**src/rtl/multdiv_ctrl.sv**
```systemverilog
// multdiv_ctrl: sequencing controller for the iterative multiply/divide unit.
//
// A ctrl_MULT / ctrl_DIV pulse (re)starts an operation in any state. The
// controller strobes dp_step for N cycles (N = MULT_CYCLES or DIV_CYCLES,
// chosen by the registered op select), then raises data_resultRDY for exactly
// one cycle. On that same cycle, data_exception flags a divide by zero.
//
// Ports:
//   clk, reset_n          clock (rising edge), async active-low reset
//   ctrl_MULT, ctrl_DIV   one-cycle start pulses (multiply wins if both)
//   divisor_zero          divisor operand is zero, sampled on a start edge
//   dp_init               combinational ctrl_MULT | ctrl_DIV (operand load)
//   dp_op                 registered op select, 0 = multiply, 1 = divide
//   dp_step               datapath iterates this cycle
//   step_count            0-based iteration index
//   busy                  high while running
//   data_resultRDY        one-cycle completion pulse
//   data_exception        divide-by-zero flag, valid with data_resultRDY
//
// Optional feature (macro MULTDIV_DIV0_FAST_EN): when this macro is defined,
// a divide by zero skips the step phase entirely. It reports completion and
// the exception in the first cycle after the start edge.
module multdiv_ctrl #(
  parameter int MULT_CYCLES = 32,
  parameter int DIV_CYCLES  = 32,
  parameter int CNT_W       = 6
) (
  input  logic             clk,
  input  logic             reset_n,
  input  logic             ctrl_MULT,
  input  logic             ctrl_DIV,
  input  logic             divisor_zero,
  output logic             dp_init,
  output logic             dp_op,
  output logic             dp_step,
  output logic [CNT_W-1:0] step_count,
  output logic             busy,
  output logic             data_resultRDY,
  output logic             data_exception
);

  localparam logic [CNT_W-1:0] MULT_LAST = CNT_W'(MULT_CYCLES - 1);
  localparam logic [CNT_W-1:0] DIV_LAST  = CNT_W'(DIV_CYCLES - 1);

  typedef enum logic [1:0] {IDLE, RUN, DONE} state_t;

  state_t state, state_nxt;
  logic   start, start_div, div0, last;

  assign start     = ctrl_MULT | ctrl_DIV;
  // When both pulses arrive together, the multiply takes priority.
  assign start_div = ctrl_DIV & ~ctrl_MULT;
  assign dp_init   = start;
  assign last      = (step_count == (dp_op ? DIV_LAST : MULT_LAST));

  always_ff @(posedge clk or negedge reset_n) begin
    if (!reset_n) state <= IDLE;
    else          state <= state_nxt;
  end

  always_comb begin
    state_nxt      = state;
    dp_step        = 1'b0;
    busy           = 1'b0;
    data_resultRDY = 1'b0;
    data_exception = 1'b0;
    case (state)
      IDLE: state_nxt = IDLE;
      RUN: begin
        dp_step = 1'b1;
        busy    = 1'b1;
        if (last) state_nxt = DONE;
      end
      DONE: begin
        data_resultRDY = 1'b1;
        data_exception = div0;
        state_nxt      = IDLE;
      end
      default: state_nxt = IDLE;
    endcase
    // A start pulse aborts whatever is in flight, in every state.
    if (start) begin
      state_nxt = RUN;
`ifdef MULTDIV_DIV0_FAST_EN
      if (start_div && divisor_zero) state_nxt = DONE;
`endif
    end
  end

  // The counter holds at N-1 through DONE and clears on the way back to IDLE.
  // So it never wraps.
  always_ff @(posedge clk or negedge reset_n) begin
    if (!reset_n) begin
      step_count <= '0;
      dp_op      <= 1'b0;
      div0       <= 1'b0;
    end else if (start) begin
      step_count <= '0;
      dp_op      <= start_div;
      div0       <= start_div & divisor_zero;
    end else if (state == RUN) begin
      if (!last) step_count <= step_count + 1'b1;
    end else begin
      step_count <= '0;
    end
  end

endmodule
```
**config.mk**
```make
export PLATFORM = sky130hd
export DESIGN_NAME = multdiv_ctrl
export DESIGN_NICKNAME = d
export VERILOG_FILES = /design/src/rtl/multdiv_ctrl.sv
export SDC_FILE = /design/constraint.sdc
export NUM_CORES = 1
export LEC_CHECK = 0
export BUFFER_PORTS_ARGS = -buffer_cell sky130_fd_sc_hd__buf_2
export CORE_UTILIZATION = 35
export DETAILED_ROUTE_END_ITERATION = 10
export MAX_ROUTING_LAYER = met4
export PLACE_DENSITY = 0.56
export SLEW_MARGIN = 20
export SYNTH_ARGS = -nofsm -noshare
export SYNTH_HDL_FRONTEND = slang
export SYNTH_SLANG_ARGS = --single-unit
```
**constraint.sdc**
```tcl
create_clock -name clk -period 1.8 [get_ports clk]
set_input_delay 0.36 -clock clk [delete_from_list [all_inputs] [get_ports clk]]
set_output_delay 0.36 -clock clk [all_outputs]
set_load 0.1 [all_outputs]
```
==> summary.txt, run 1 <==
Floorplanning
  • Die width: between 30 and 40 µm
  • Die height: ~39 µm
  • Die ar.: approximately 0.0015 mm²
  • Boundary pin count: 17
  • Core area: about 0.0013 mm²
  • FP Rows: 13
  • Initial core utilization: 37.6%

Worst setup path
  • CP required: roughly 1.4 ns
  • Setup Crit Path Kind: flip-flop to output pin
  • CP Max Fanout: 3
  • CP startpoint kind: flip-flop
  • CP max-delay cell: dfrtp_1
  • CP Capture Type: output pin
  • CP cell instances: nor2b_4 > and2_2 > clkbuf_4
  • WP data arrival: roughly 1.3 ns
  • Slowest Stage Delay on Critical Path: slightly above 0.4 ns

Synth
  • Post-synthesis simple-gate area fraction: 24.4%
  • Post-synth cell types: 25
  • Mux contribution to synthesized area: between 4 and 5%
  • Area leader, netlist: dfrtp_1
  • Largest family of logic cells by synthesized area: simple AND/OR/NAND/NOR gates
  • Top cell type's share of synthesized area: 51.8%
  • Ys Warns: 0
  • Post-Synth Adder-Cell Area: 2.59%
  • Top FF cell, synth: dfrtp_1
  • Register bit total from synthesis: 10
  • XOR/XNOR share of the synthesized area: 3.63%
  • Cell count after synthesis: between 40 and 50
  • Post-Synthesis Net Count: 54
  • Mapped Area: 483 µm²
  • Sequential share of the synthesized area: 51.8%
  • Ys async rst share: 100%
  • Synth area leaders: dfrtp_1, mux2i_1, nor2_1
  • Post-synth EDFFs: 0
  • Avg Cell Area, Syn: 10.1 µm²
  • Complex-gate fraction of the synthesized area: 10.1%

Route
  • Post-detailed-route count of antenna-violating nets: 0
  • DR WL/cell: ~11 µm
  • First DRT Iteration DRCs: 4
  • First-pass iteration count of the detailed router: 3
  • Post-route DRC: 0
  • Post-Route WL: ~900 µm
  • Via density: around 4.8
  • Routed vias: ~400

Clocking
  • CTS Sinks: 10
  • Clock Tree Buf Depth: 2
  • H-tree depth: 1
  • CTS root buffer: clkbuf_4
  • Worst-Skew Late Latency: approximately 0.26 ns
  • CTS tree: yes
  • CTS buffer count: 3
  • Clock transition at the registers of the reported paths: ~0.060 ns

Place
  • DP HPWL: approximately 690 µm
  • DP Area: 588 µm²
  • Dpl ws: roughly 0.27 ns
  • Port Buffers: 16
  • Placer congestion estimate: 0.765

Run status
  • Status: finished clean

STA
  • Minimum clock period: about 1.7 ns
  • Clock skew: a little under 0.007 ns
  • Final hold viol count: 0
  • RSZ-0062 raised after global routing: false
  • Slew HR: around two thirds
  • Post-route setup slack: approximately 0.15 ns
  • Slew @ Worst Pin: roughly 0.49 ns
  • Slew Limit Fails: 0
  • Fin crit share: between 90% and 100%
  • Fmax: between 600 and 700 MHz
  • Final setup vio count: 0

Pwr
  • Final Total Pwr: 0.000519 W
  • Peak supply drop: between 0.0005 and 0.0006 V
  • Lkg Pwr: approximately 0.31 nW
  • PwrDens: between 800 and 900 mW/mm²

Global route
  • Global Route Usage Sum: about 15%
  • First-pass GRT wire length: between 1 and 1.5 mm
  • Grt ovf: 0
  • Initial antenna violation count: 0
  • Largest net degree at the start of global routing: 11
  • Vias in the first global route: roughly 320

Finish
  • # fillers: between 100 and 150
  • Nets: 74
  • Ant. Diodes: 0
  • Final instance area: between 600 and 700 µm²
  • Layout area overhead: 31.9%
  • Layout cells sized above 1: 40.3%
  • Reg area: 253 µm²
  • Area of the multi-input gates: between 200 and 250 µm²

Job
  • Max Cap Viol: 0

Hold path
  • Hold Path Class: input pin to flip-flop
## registers in the layout (all words and copies together) (netlist names)
| name | count |
|---|---|
| step_count | 6 |
| state | 2 |
| div0 | 1 |
| dp_op | 1 |
## worst max-delay path: cells and delay by family (launching register included)
kind | cells | cell delay, ns
and+or+nand+nor | 2 | 0.30
DFF | 1 | 0.41
buffers and inverters | 1 | 0.32
## layout by cell type (no fill, tap or decap), types with 2 or more instances in the layout
cell type  Yosys  layout
a21oi_1        3       3
o21ai_0        2       2
clkbuf_4       0       4
dfrtp_1       10       8
dfrtp_2        0       2
buf_2          1      15
nand3_1        3       3
nor2_1         5       5
mux2i_1        2       2
nand2_1        3       3
nor3_1         2       2
nor2b_4        0       2
## synth_stat cells, drive strengths merged, types with 2 or more instances
library cell  instances
a21oi                 4
buf                   2
dfrtp                10
mux2i                 2
nand2                 3
nand3                 3
nor2                  5
nor2b                 2
nor3                  2
o21ai                 2
## timing repair
action | in CTS | in global routing
hold buffers | 1 | 0
setup endpoints to repair | 0 | 1
resized for setup | 0 | 1
buffers inserted | 0 | 0
endpoints found under the hold margin | 10 | 0
## logic make-up (layout without fill, tap and decap cells)
family | after synthesis | count (layout)
buffers and inverters | 3 | 22
adder cells (fa/ha/maj) | 1 | 1
XOR/XNOR | 2 | 2
AND/OR/NAND/NOR | 22 | 22
AO/OA/AOI/OAI | 8 | 8
flip-flops | 10 | 10
multiplexers | 2 | 2
## cell type report
| cell class | count | area share, % |
|---|---|---|
| clock buffer | 4 | 5.70 |
| tap | 15 | 2.95 |
| inverter | 1 | 0.589 |
| timing repair buffer | 17 | 14.5 |
| multi-input combinational | 35 | 36.5 |
| sequential | 10 | 39.7 |
## report_power, final
group | switching (W) | internal, W
clock network | 0.0000726 | 0.000123
logic | 0.0000697 | 0.0000181
registers | 0.00000520 | 0.000231
total | 0.000147 | 0.000372
## routing by layer
layer	GRT usage (%)	vias to the layer above	share of wire, %
met5	-	-	0
met3	10.4	0	7.0
met2	15.4	9	42
met4	5.17	0	0
met1	21.2	180	50
li1	-	206	-
## worst paths after layout
| path | cells past startpoint | from | endpoint | slack, ns |
|---|---|---|---|---|
| setup / recovery | 3 | state[1]$_DFFE_PN0P_ | data_exception | 0.15 |
| hold / removal | 2 | ctrl_MULT | dp_op$_DFFE_PN0N_ | 0.29 |
| setup reg to reg | 3 | state[1]$_DFFE_PN0P_ | step_count[5]$_DFFE_PN0P_ | 0.37 |
| hold reg to reg | 2 | dp_op$_DFFE_PN0N_ | dp_op$_DFFE_PN0N_ | 0.49 |
| max in group asynchronous | 2 | reset_n | step_count[1]$_DFFE_PN0P_ | 1.13 |
| min in group asynchronous | 2 | reset_n | step_count[0]$_DFFE_PN0P_ | 0.47 |
## through the flow
| stage | hold WS (ns) | util [%] | setup TNS, ns | cells |
|---|---|---|---|---|
| floorplan | 0.0644 | - | -0.0793 | 48 |
| global placement | 0.224 | 45.8 | 0 | 77 |
| detailed placement | 0.225 | 45.8 | 0 | 77 |
| CTS | 0.282 | 49.4 | 0 | 82 |
| global route | 0.281 | 49.6 | 0 | 82 |
| finish | 0.290 | 49.6 | 0 | 82 |
No activity file was read; power rests on OpenSTA's default activity.
==> run 2, diff against run 1 <==
clock period = 1.6 ns   (was 1.8 ns; I/O delays follow)
==> run 2 against run 1 <==
Net effect:
- sequential cell count unchanged
- register-to-register slack lost 0.20 ns
- clock power up 16%
- utilization rose by 4.9 points
- first-iteration DRC count unchanged
- final cell count did not move
- largest cell class unchanged
- die area is the same
==> summary.txt, run 2 (synthesis gave the netlist of run 1 again) <==
Finish
  • Layout area overhead: 44.8%
  • Nets: 74 (unchanged)
  • # fillers: 123 (-5.4%)
  • Commonest non-fill, non-tap cell in the layout: buf_2
  • Top reg by flops: step_count
  • Largest registers: step_count: 6 flops, state: 2 flops
  • Most frequent cells in the layout: buf_2, nor2_1, dfrtp_1, dfrtp_2, buf_12
  • Ant. Diodes: 0 (unchanged)
  • Largest register FFs: 6 (unchanged)
  • Area of the multi-input gates: 234 µm² (+0.54%)
  • Reg area: 256 µm² (+1.5%)
  • Final Core Density: 54.4% (+4.9 points)
  • Layout cells sized above 1: 44.8% (+4.5 points)

Global route
  • Initial antenna violation count: 0 (unchanged)
  • Vias in the first global route: 367 (+15%)
  • Grt ovf: 0 (unchanged)
  • Global Route Usage Sum: 16.3% (+1.5 points)
  • Largest net degree at the start of global routing: 11 (unchanged)
  • First-pass GRT wire length: 1.58 mm (+16%)

STA
  • Minimum clock period: 1.54 ns
  • Slew HR: 67.6% (-0.23 points)
  • Clock skew: 0.00732 ns (+0.000385 ns)
  • Final setup vio count: 0 (unchanged)
  • Fmax: between 600 and 700 MHz
  • Slew Limit Fails: 0 (unchanged)
  • Worst hold slack: 0.244 ns (-0.0457 ns)
  • Slew @ Worst Pin: 0.489 ns (+0.00341 ns)
  • Final hold viol count: 0 (unchanged)
  • Fin crit share: ~96%
  • RSZ-0062 raised after global routing: false

Clocking
  • CTS root buffer: clkbuf_4
  • Post CTS Setup Buffer Count: 0 (unchanged)
  • Post-cts sizing count: 0 (unchanged)
  • Clock Tree Buf Depth: 2 (unchanged)
  • CTS tree: yes
  • CTS buffer count: 3 (unchanged)
  • Worst-Skew Late Latency: 0.27 ns (about the same)
  • CTS Sinks: 10 (unchanged)
  • Clock transition at the registers of the reported paths: 0.06 ns (about the same)
  • H-tree depth: 1 (unchanged)

Pwr
  • PwrDens: 860 mW/mm² (+5.5%)
  • Final Total Pwr: 0.000602 W (+16%)
  • Lkg Pwr: 0.326 nW (+5.1%)
  • Peak supply drop: 0.000487 V (-17%)

Job
  • Max Cap Viol: 0 (unchanged)

Floorplanning
  • FP Rows: 13 (unchanged)
  • Die height: 39.1 µm (unchanged)
  • Boundary pin count: 17 (unchanged)
  • Core area: 0.00128 mm² (unchanged)
  • Initial core utilization: 37.6% (unchanged)
  • Die ar.: 0.00153 mm² (unchanged)
  • Die width: 39.1 µm (unchanged)

Place
  • Port Buffers: 16 (unchanged)
  • Placer congestion estimate: 0.801 (+4.6%)
  • DP HPWL: 759 µm (+9.5%)

Route
  • First-pass iteration count of the detailed router: 4 (+1)
  • Routed vias: 409 (+3.5%)
  • Via density: 4.99 (+3.5%)
  • DR WL/cell: 11.6 µm (+5.9%)
  • Post-route DRC: 0 (unchanged)
  • Post-detailed-route count of antenna-violating nets: 0 (unchanged)
  • Post-Route WL: 953 µm (+5.9%)
  • First DRT Iteration DRCs: 4 (unchanged)

Worst setup path
  • CP Max Fanout: 3 (unchanged)
  • CP max-delay cell: dfrtp_1
  • Slowest Stage Delay on Critical Path: 0.41 ns (about the same)
  • Setup Crit Path Kind: flip-flop to output pin
  • Worst Path Buf+Inv: 1 (unchanged)
  • WP data arrival: 1.22 ns (-0.07 ns)
  • CP top delay family: flip-flops
  • CP Capture Type: output pin
  • CP cell instances: nor2b_4 > and2_4 > buf_12
  • CP startpoint kind: flip-flop
  • CP required: 1.28 ns (-0.16 ns)

Hold path
  • Hold Path Class: input pin to flip-flop

Run status
  • Status: finished clean
run 2: changes by cell type in the layout (fill, tap and decap cells not counted):
cell      change
buf_12        +4
buf_2         -3
dfrtp_1       -3
dfrtp_2       +3
and2_2        -1
and2_4        +1
clkbuf_4      -1
run 2: worst paths after layout:
path	from	endpoint	slack, ns	cells past startpoint
hold reg to reg	dp_op$_DFFE_PN0N_	dp_op$_DFFE_PN0N_	0.50	2
hold / removal	ctrl_MULT	div0$_DFFE_PN0N_	0.24	2
setup / recovery	state[1]$_DFFE_PN0P_	data_exception	0.06	3
min in group asynchronous	reset_n	step_count[5]$_DFFE_PN0P_	0.44	2
setup reg to reg	state[1]$_DFFE_PN0P_	step_count[5]$_DFFE_PN0P_	0.17	3
max in group asynchronous	reset_n	step_count[4]$_DFFE_PN0P_	0.95	2
run 2: cell type report:
class	count	share of cell area, %
Multi-Input combinational cell	35	33.5
Timing Repair Buffer	17	21.5
Inverter	1	0.537
Clock buffer	4	5.19
Tap cell	15	2.68
Sequential cell	10	36.7
run 2: timing repair:
action / in CTS / in global routing
endpoints found under the hold margin: 10 / 0
hold buffers: 1 / 0
setup endpoints to repair: 0 / 0
run 2: power breakdown:
part           total, W  internal (W)  leakage [nW]  switching [W]
Sequential     0.000266      0.000260         0.125     0.00000605
Clock          0.000226      0.000138        0.0210      0.0000878
Combinational  0.000110     0.0000291         0.180      0.0000809
Total          0.000602      0.000427         0.326       0.000175
run 2: routing by layer:
metal  global-route usage [%]  wire [µm]  vias up
met2                     23.3        434       15
li1                         -          -      203
met3                     3.47         61        0
met4                     10.3          0        0
met5                        -          0        -
met1                     20.7        457      191
run 2: through the flow:
| step | setup TNS (ns) | instance area (µm²) | std cells | setup WS, ns |
|---|---|---|---|---|
| after CTS | 0 | 699 | 82 | 0.0568 |
| final | 0 | 699 | 82 | 0.0642 |
| after floorplan | -0.0992 | 510 | 48 | -0.0992 |
| after detailed placement | 0 | 653 | 77 | 0.0960 |
| after global placement | 0 | 653 | 77 | 0.121 |
| after global routing | 0 | 699 | 82 | 0.0179 |
run 2: worst reg2reg max path: cells and delay by family (launching register included):
family             cells  cell delay (ns)
AOI/OAI and AO/OA      2             0.32
DFF                    1             0.42
and+or+nand+nor        1             0.63
